<file path="config.mk">
export PLATFORM = sky130hd
export DESIGN_NAME = bcd_seg_scan_flat
export DESIGN_NICKNAME = d
export VERILOG_FILES = /design/src/rtl/bcd_seg_scan_pkg.sv /design/src/rtl/bcd_seg_scan_if.sv /design/src/rtl/bcd_to_seg7.sv /design/src/rtl/bcd_seg_scan.sv /design/src/flat_wrapper.sv
export SDC_FILE = /design/constraint.sdc
export NUM_CORES = 1
export LEC_CHECK = 0
export CORE_MARGIN = 10
export CORE_UTILIZATION = 51
export CTS_BUF_LIST = sky130_fd_sc_hd__clkbuf_8
export DETAILED_ROUTE_END_ITERATION = 8
export PLACE_DENSITY_LB_ADDON = 0.15
export SYNTH_ARGS = -nofsm -noshare
export SYNTH_HDL_FRONTEND = slang
export SYNTH_HIERARCHICAL = 1
export SYNTH_SLANG_ARGS = --single-unit
</file>
<file path="constraint.sdc">
create_clock -name clk -period 2.8 [get_ports clk]
set_input_delay 0.42 -clock clk [delete_from_list [all_inputs] [get_ports clk]]
set_output_delay 0.42 -clock clk [all_outputs]
set_load 0.005 [all_outputs]
</file>
<file path="src/rtl/bcd_seg_scan_pkg.sv">
// rtl/bcd_seg_scan_pkg.sv - shared scan states and seven-segment glyph constants
package bcd_seg_scan_pkg;

   typedef enum logic [1:0] {
      IDLE      = 2'd0,
      SCAN_ONES = 2'd1,
      SCAN_TENS = 2'd2
   } state_t;

   // Segment order is gfedcba, active high
   localparam logic [6:0] SEG_0    = 7'h3F;
   localparam logic [6:0] SEG_1    = 7'h06;
   localparam logic [6:0] SEG_2    = 7'h5B;
   localparam logic [6:0] SEG_3    = 7'h4F;
   localparam logic [6:0] SEG_4    = 7'h66;
   localparam logic [6:0] SEG_5    = 7'h6D;
   localparam logic [6:0] SEG_6    = 7'h7D;
   localparam logic [6:0] SEG_7    = 7'h07;
   localparam logic [6:0] SEG_8    = 7'h7F;
   localparam logic [6:0] SEG_9    = 7'h6F;
   localparam logic [6:0] SEG_DASH = 7'h40;

endpackage

</file>
<file path="src/rtl/bcd_seg_scan_if.sv">
// rtl/bcd_seg_scan_if.sv - packed-BCD word handshake into the scanner
interface bcd_seg_scan_if;

   logic       in_valid;
   logic       in_ready;
   logic [7:0] in_;
   logic       blank_lz;

   modport master (
      output in_valid,
      output in_,
      output blank_lz,
      input  in_ready
   );

   modport slave (
      input  in_valid,
      input  in_,
      input  blank_lz,
      output in_ready
   );

endinterface

</file>
<file path="src/rtl/bcd_to_seg7.sv">
// rtl/bcd_to_seg7.sv - one BCD digit to seven-segment glyph, dash for 10..15
module bcd_to_seg7
   import bcd_seg_scan_pkg::*;
(
   input  logic [3:0] digit,
   output logic [6:0] seg
);

   always_comb begin
      seg = SEG_DASH;
      case (digit)
         4'd0:    seg = SEG_0;
         4'd1:    seg = SEG_1;
         4'd2:    seg = SEG_2;
         4'd3:    seg = SEG_3;
         4'd4:    seg = SEG_4;
         4'd5:    seg = SEG_5;
         4'd6:    seg = SEG_6;
         4'd7:    seg = SEG_7;
         4'd8:    seg = SEG_8;
         4'd9:    seg = SEG_9;
         default: seg = SEG_DASH;
      endcase
   end

endmodule

</file>
<file path="src/rtl/bcd_seg_scan.sv">
// rtl/bcd_seg_scan.sv - two-digit multiplexed seven-segment scanner
// Words are only taken at frame boundaries so a displayed frame never mixes two words.
module bcd_seg_scan
   import bcd_seg_scan_pkg::*;
#(
   parameter int PRESCALE = 4
)(
   input  logic           clk,
   input  logic           reset_n,
   bcd_seg_scan_if.slave  in_bus,
   output logic [6:0]     seg,
   output logic [1:0]     digit_en,
   output logic           err
);

   localparam int CW = (PRESCALE > 1) ? $clog2(PRESCALE) : 1;
   localparam logic [CW-1:0] CNT_LAST = CW'(PRESCALE - 1);
   localparam logic [CW-1:0] CNT_ONE  = CW'(1);

   state_t        state;
   state_t        state_nxt;
   logic [CW-1:0] cnt;
   logic [CW-1:0] cnt_nxt;
   logic [7:0]    held;
   logic          blank_held;
   logic          ready;
   logic          accept;
   logic [3:0]    digit_sel;
   logic [6:0]    seg_dec;

   assign ready           = (state == IDLE) || ((state == SCAN_TENS) && (cnt == CNT_LAST));
   assign in_bus.in_ready = ready;
   assign accept          = in_bus.in_valid && ready;

   always_ff @(posedge clk or negedge reset_n) begin
      if (!reset_n) begin
         state <= IDLE;
         cnt   <= '0;
      end else begin
         state <= state_nxt;
         cnt   <= cnt_nxt;
      end
   end

   always_comb begin
      state_nxt = state;
      cnt_nxt   = cnt;
      case (state)
         IDLE: begin
            if (accept) begin
               state_nxt = SCAN_ONES;
               cnt_nxt   = '0;
            end
         end
         SCAN_ONES: begin
            if (cnt == CNT_LAST) begin
               state_nxt = SCAN_TENS;
               cnt_nxt   = '0;
            end else begin
               cnt_nxt = cnt + CNT_ONE;
            end
         end
         SCAN_TENS: begin
            if (cnt == CNT_LAST) begin
               state_nxt = SCAN_ONES;
               cnt_nxt   = '0;
            end else begin
               cnt_nxt = cnt + CNT_ONE;
            end
         end
         default: begin
            state_nxt = IDLE;
            cnt_nxt   = '0;
         end
      endcase
   end

   // Word, blanking choice and error flag are captured as one unit on accept
   always_ff @(posedge clk or negedge reset_n) begin
      if (!reset_n) begin
         held       <= '0;
         blank_held <= 1'b0;
         err        <= 1'b0;
      end else if (accept) begin
         held       <= in_bus.in_;
         blank_held <= in_bus.blank_lz;
         err        <= (in_bus.in_[7:4] > 4'd9) || (in_bus.in_[3:0] > 4'd9);
      end
   end

   assign digit_sel = (state == SCAN_TENS) ? held[7:4] : held[3:0];

   bcd_to_seg7 u_dec (
      .digit (digit_sel),
      .seg   (seg_dec)
   );

   always_comb begin
      seg      = '0;
      digit_en = 2'b00;
      case (state)
         SCAN_ONES: begin
            digit_en = 2'b01;
            seg      = seg_dec;
         end
         SCAN_TENS: begin
            // A blanked leading zero keeps its time slot so brightness stays uniform
            digit_en = 2'b10;
            seg      = (blank_held && (held[7:4] == 4'd0)) ? 7'h00 : seg_dec;
         end
         default: begin
            digit_en = 2'b00;
            seg      = '0;
         end
      endcase
   end

endmodule

</file>
<file path="src/flat_wrapper.sv">
// flat-port wrapper written by rule: the top's interface ports become plain ports
module bcd_seg_scan_flat import bcd_seg_scan_pkg::*;
#(
   parameter int PRESCALE = 4
)
  (clk, reset_n, seg, digit_en, err, in_bus_in_valid, in_bus_in_, in_bus_blank_lz, in_bus_in_ready);
  bcd_seg_scan_if in_bus_i ();
  input  logic clk;
  input  logic reset_n;
  output logic [6:0] seg;
  output logic [1:0] digit_en;
  output logic err;
  input wire logic [$bits(in_bus_i.in_valid)-1:0] in_bus_in_valid;
  input wire logic [$bits(in_bus_i.in_)-1:0] in_bus_in_;
  input wire logic [$bits(in_bus_i.blank_lz)-1:0] in_bus_blank_lz;
  output wire logic [$bits(in_bus_i.in_ready)-1:0] in_bus_in_ready;
  assign in_bus_i.in_valid = in_bus_in_valid;
  assign in_bus_i.in_ = in_bus_in_;
  assign in_bus_i.blank_lz = in_bus_blank_lz;
  assign in_bus_in_ready = in_bus_i.in_ready;
  bcd_seg_scan #(.PRESCALE(PRESCALE)) u_core (.clk(clk), .reset_n(reset_n), .in_bus(in_bus_i), .seg(seg), .digit_en(digit_en), .err(err));
endmodule
</file>
# Word level (Yosys, flattened, before mapping)
# Memory sizes are Yosys's and may differ from the RTL's.
# Index checks and enable logic that the tools add are counted.
[totals] wordCells=35 latchBits=0 romBits=112 register_bits=14 ram_bits=0 n_memories=1
[mem_list] memory="(name not given)" depth=16 word_bits=7 rd=1 rd_clocked_by_memory_dff=0 write_ports=0 line_no="bcd_to_seg7.sv:11" source="case (digit)"
[classes] div=0 mux=11 reduce_logical=9 n_lt_le_gt_ge=2 add_sub_neg=1 n_bitwise=0 multipliers=0 n_eq_ne=6 shift=0
[ops] op="one-hot mux 7 bit (2 select lines)" n=1
[ops] op="2-to-1 mux 2 bit" n=5
[ops] op="greater-than comparator 4 bit (second input constant)" n=2
[ops] op="one-hot mux 2 bit (2 select lines)" n=2
[ops] op="2-to-1 mux 7 bit" n=1
[ops] op="one-hot mux 2 bit (3 select lines)" n=1
[ops] op="== test 2 bit (second input constant)" n=2
[ops] op="logical NOT 4 bit" n=1
[ops] op="2-to-1 mux 4 bit" n=1
[ops] op="inequality test 2 x 1 -> 1 bit (second input constant)" n=2
[ops] op="logical AND 1 bit" n=3
[ops] op="AND reduction 3 bit" n=1
[ops] op="adder 2 x 1 -> 2 bit (second input constant)" n=1
[ops] op="== test 2 x 1 -> 1 bit (second input constant)" n=1
[ops] op="logical NOT 2 bit" n=1
[ops] op="logical OR 1 bit" n=2
[ops] op="inequality test 2 bit (second input constant)" n=1
[ops] op="OR reduction 2 bit" n=1

# Logic depth before layout (Yosys ltp)
[logic_depth] word_depth=6 depth_mapped=9

# Hierarchy
# Netlist, hierarchy kept.
[modules_own_cells] module="bcd_seg_scan" cells_each=65 area_per_inst_um2=803.3 seq_area_each_um2=350.3 n_inst=1
[modules_own_cells] module="bcd_to_seg7" cells_each=29 area_per_inst_um2=225.2 seq_area_each_um2=0.0 n_inst=1

# Worst setup path after synthesis
# OpenSTA, ideal clock, no wires.
[synth_timing] path_type="register to output" startpoint="reg u_core.state[0]" endpoint="out seg[3]" arrival_ns=1.861 path_slack_ns=0.519 path_stages_with_launch=9 cell_sequence="dfrtp_1 inv_1 ha_1 buf_6 mux2_2 ha_1 mux2_4 o22ai_1 and2_1"
[synth_between] elab_chain_len=5 elab_cells_between_ends=6 cone_classes="eq/ne: 2; mux: 3; memory: 1"
[synth_lines] item="start, declared" line_no="bcd_seg_scan.sv:20" source="state_t state;"
[synth_lines] item="start signal, assigned" line_no="bcd_seg_scan.sv:40" source="state <= state_nxt;"
[synth_lines] item="== test 2 bit (*)" line_no="bcd_seg_scan.sv:91" source="assign digit_sel = (state == SCAN_TENS) ? held[7:4] : held[3:0];"
[synth_lines] item="2-to-1 mux 4 bit (*)" line_no="bcd_seg_scan.sv:91"
[synth_lines] item="net u_core.digit_sel[0]" line_no="bcd_seg_scan.sv:28" source="logic [3:0] digit_sel;"
[synth_lines] item="memory read (16 x 7 bit) (*)"
[synth_lines] item="net u_core.seg_dec[3]" line_no="bcd_seg_scan.sv:29" source="logic [6:0] seg_dec;"
[synth_lines] item="2-to-1 mux 7 bit" line_no="bcd_seg_scan.sv:109" source="seg = (blank_held && (held[7:4] == 4'd0)) ? 7'h00 : seg_dec;"
[synth_lines] item="one-hot mux 7 bit (2 select lines) (*)" line_no="bcd_seg_scan.sv:101" source="case (state)"
[synth_lines] item="end, declared" line_no="flat_wrapper.sv:10" source="output logic [6:0] seg;"
# The timed path passes the listed nets; every way through them passes the cells marked *.

# Worst setup path after layout
[layout_timing] startpoint="reg u_core.state[0]" endpoint="out seg[2]"
# Same word-level chain as after synthesis.

==> out/qor.yml <==
status: "complete, no violations"
syn_to_final_growth_pct: 35.3
vias_per_cell: 5.09
grt_antenna_before_repair: 0
crit_family: "buffers and inverters"
grt_pass1_vias: 818
synth-seq-cells: 14
synth_cells: 94
rsz0062_at_grt: "yes"
fin_setup_tns_ns: 0
post_drt_wl_per_cell_um: 13.8
path_clk_slew_ns: 0.06
cp_data_required_time_ns: 2.38
track_usage_pct: 10.6
setup_viol: 0
synthTopCellsByCount: "14 x dfrtp_1, 13 x mux2_2, 12 x ha_1, 8 x inv_1, 7 x and2_1"
synth_nets: 118
synth_ff_type: "dfrtp_1"
ant_nets: 0
dieArea_um2: 4210
crit_path_end_kind: "output port"
drc: 0
fin_crit_ns: 2.74
slowest_delay_ns: 0.50
yosys.area.top_type_share_pct: 34.1
timing.final.crit_share_pct: 98.0
async_reset_ff_share_pct: 100
arrival_ns: 2.32
utilization_pct: 71.6
cts_inserted_buffers: 3
grt_pass1_wl_um: 3620
drt-initial-drc-count: 23
die_y_um: 64.9
synthesis.area_um2: 1030
cts_tree: "yes"
finalWirelength_um: 2080
rows: 16
worst_pin_slew_ns: 0.636
p_leak_nw: 0.634
clock-skew-final_ns: 0.00305
ctsRootBufferMaster: "clkbuf_8"
clockBufferDepth: 2
clk_latency_ns: 0.25
grt_overflow: 0
cts.sinks: 14
yosys_warnings: 6
max_slew_margin_pct: 57.5
critical_path.cell_chain: "inv_2, ha_4, mux2_2, or2_1, a22oi_2, and2_1, clkdlybuf4s50_1"
htreeDepth: 1
yosysMostFrequentCell: "dfrtp_1"
fin_total_pwr_mw: 0.570
grt_max_degree: 15
die_x_um: 64.9
gp_congestion: 0.784
port_buffers: 22
nNetsFinal: 148
diodes: 0
synth_edf_count: 0
avgSynthCellArea_um2: 10.9
io-pin-count: 23
seq_area_frac_synth_pct: 34.1
drt_first_pass_iters: 4
cap_violations: 0
hold_buffers: 0
synth_cell_types: 31
peakVddDrop_v: 0.000406
powerDensity_nw_per_um2: 410
hold_slack_ns: 0.503
finalMaxSlewViolations: 0
vias: 764
synth_area_leaders: "dfrtp_1 34%, ha_1 15%, mux2_2 14%"
drive_gt1_share_pct: 30.1
core_region_area_um2: 1940
hpwl_um: 1640
fmax_mhz: 364
cp_slowest_cell: "clkdlybuf4s50_1"
worst-path-buf-inv: 2
hold_viol: 0
worstPathMaxFanout: 5
start_util_pct: 53.0
worstSetupStartpointType: "flop"
path_class: "reg2out"
hold_class: "reg2reg"
synth_top_area_cell: "dfrtp_1"
==> what timing repair did <==
item	CTS	global route
resized for setup	10	7
pin swaps	0	3
buffers inserted	3	1
endpoints found under the setup margin	7	5
gates cloned	0	0
==> state kept, by name (all words and copies together), names as in the netlist <==
name / cells
u_core/held: 8
u_core/cnt: 2
u_core/state: 2
u_core/blank_held: 1
u_core/err: 1
==> cell usage in the layout (no fill, tap or decap), drive strengths merged <==
master / count
a21oi: 1
and2: 7
nor2: 2
dfrtp: 14
nand2b: 1
inv: 8
and2b: 1
a22o: 1
o31a: 1
dlygate4sd2: 2
nand2: 4
nor2b: 2
mux2i: 1
o21ai: 6
a31oi: 1
clkbuf: 4
clkdlybuf4s50: 18
buf: 7
a22oi: 1
nor3: 1
mux2: 15
or2: 1
dlymetal6s2s: 2
nor4: 1
o21bai: 2
o22ai: 3
a41oi: 1
ha: 12
a21o: 3
==> through the flow <==
stage	setup slack [ns]	instances	area [um^2]
final	0.0554	150	1390
after global routing	-0.0389	150	1390
after CTS	0.0232	149	1360
after detailed placement	0.0298	142	1260
after global placement	0.0919	142	1260
after floorplan	0.519	94	1030
==> worst register-to-register path: stages, from the launching register on <==
cell and delay [ns]:
dfrtp_1 0.39, inv_2 0.09, buf_4 0.12, ha_1 0.19, nor2b_2 0.24, o21bai_4 0.17
mux2_4 0.31
==> cell families after synthesis <==
logic type | count (synthesis) | synth area share [%]
adders and majority gates | 12 | 14.6
DFF | 14 | 34.1
and+or+nand+nor | 20 | 11.7
muxes | 16 | 18.1
buffers and inverters | 12 | 6.93
AOI/OAI and AO/OA | 20 | 14.6
==> cell type report <==
type | count | area [um^2]
Sequential cell | 14 | 350
Timing Repair Buffer | 29 | 275
Tap cell | 27 | 33.8
Clock buffer | 4 | 55.1
Fill cell | 160 | 551
Inverter | 8 | 32.5
Multi-Input combinational cell | 68 | 644
==> per-layer routing <==
metal,vias up,global-route usage (%),routed length [um]
met4,0,3.21,17
met3,2,3.95,76
met2,14,18.7,1050
li1,383,-,-
met1,365,11.5,929
met5,-,0,0
==> where the power goes <==
| part | internal (mW) | switching [mW] | total, mW |
|---|---|---|---|
| Clock | 0.125 | 0.0718 | 0.196 |
| Sequential | 0.217 | 0.0102 | 0.227 |
| Combinational | 0.0887 | 0.0576 | 0.146 |
| Total | 0.430 | 0.140 | 0.570 |
==> worst paths after layout <==
| check | start | end | slack (ns) | cells after the start |
|---|---|---|---|---|
| hold / removal | u_core/cnt[1] | u_core/cnt[1] | 0.50 | 2 |
| setup / recovery | u_core/state[0] | seg[2] | 0.06 | 7 |
| max in group asynchronous | reset_n | u_core/held[7] | 1.82 | 1 |
| hold reg to reg | u_core/cnt[1] | u_core/cnt[1] | 0.50 | 2 |
| min in group asynchronous | reset_n | u_core/cnt[1] | 0.57 | 1 |
| setup reg to reg | u_core/state[0] | u_core/state[1] | 1.18 | 6 |
Note: power is estimated with default switching activity, not from simulation.
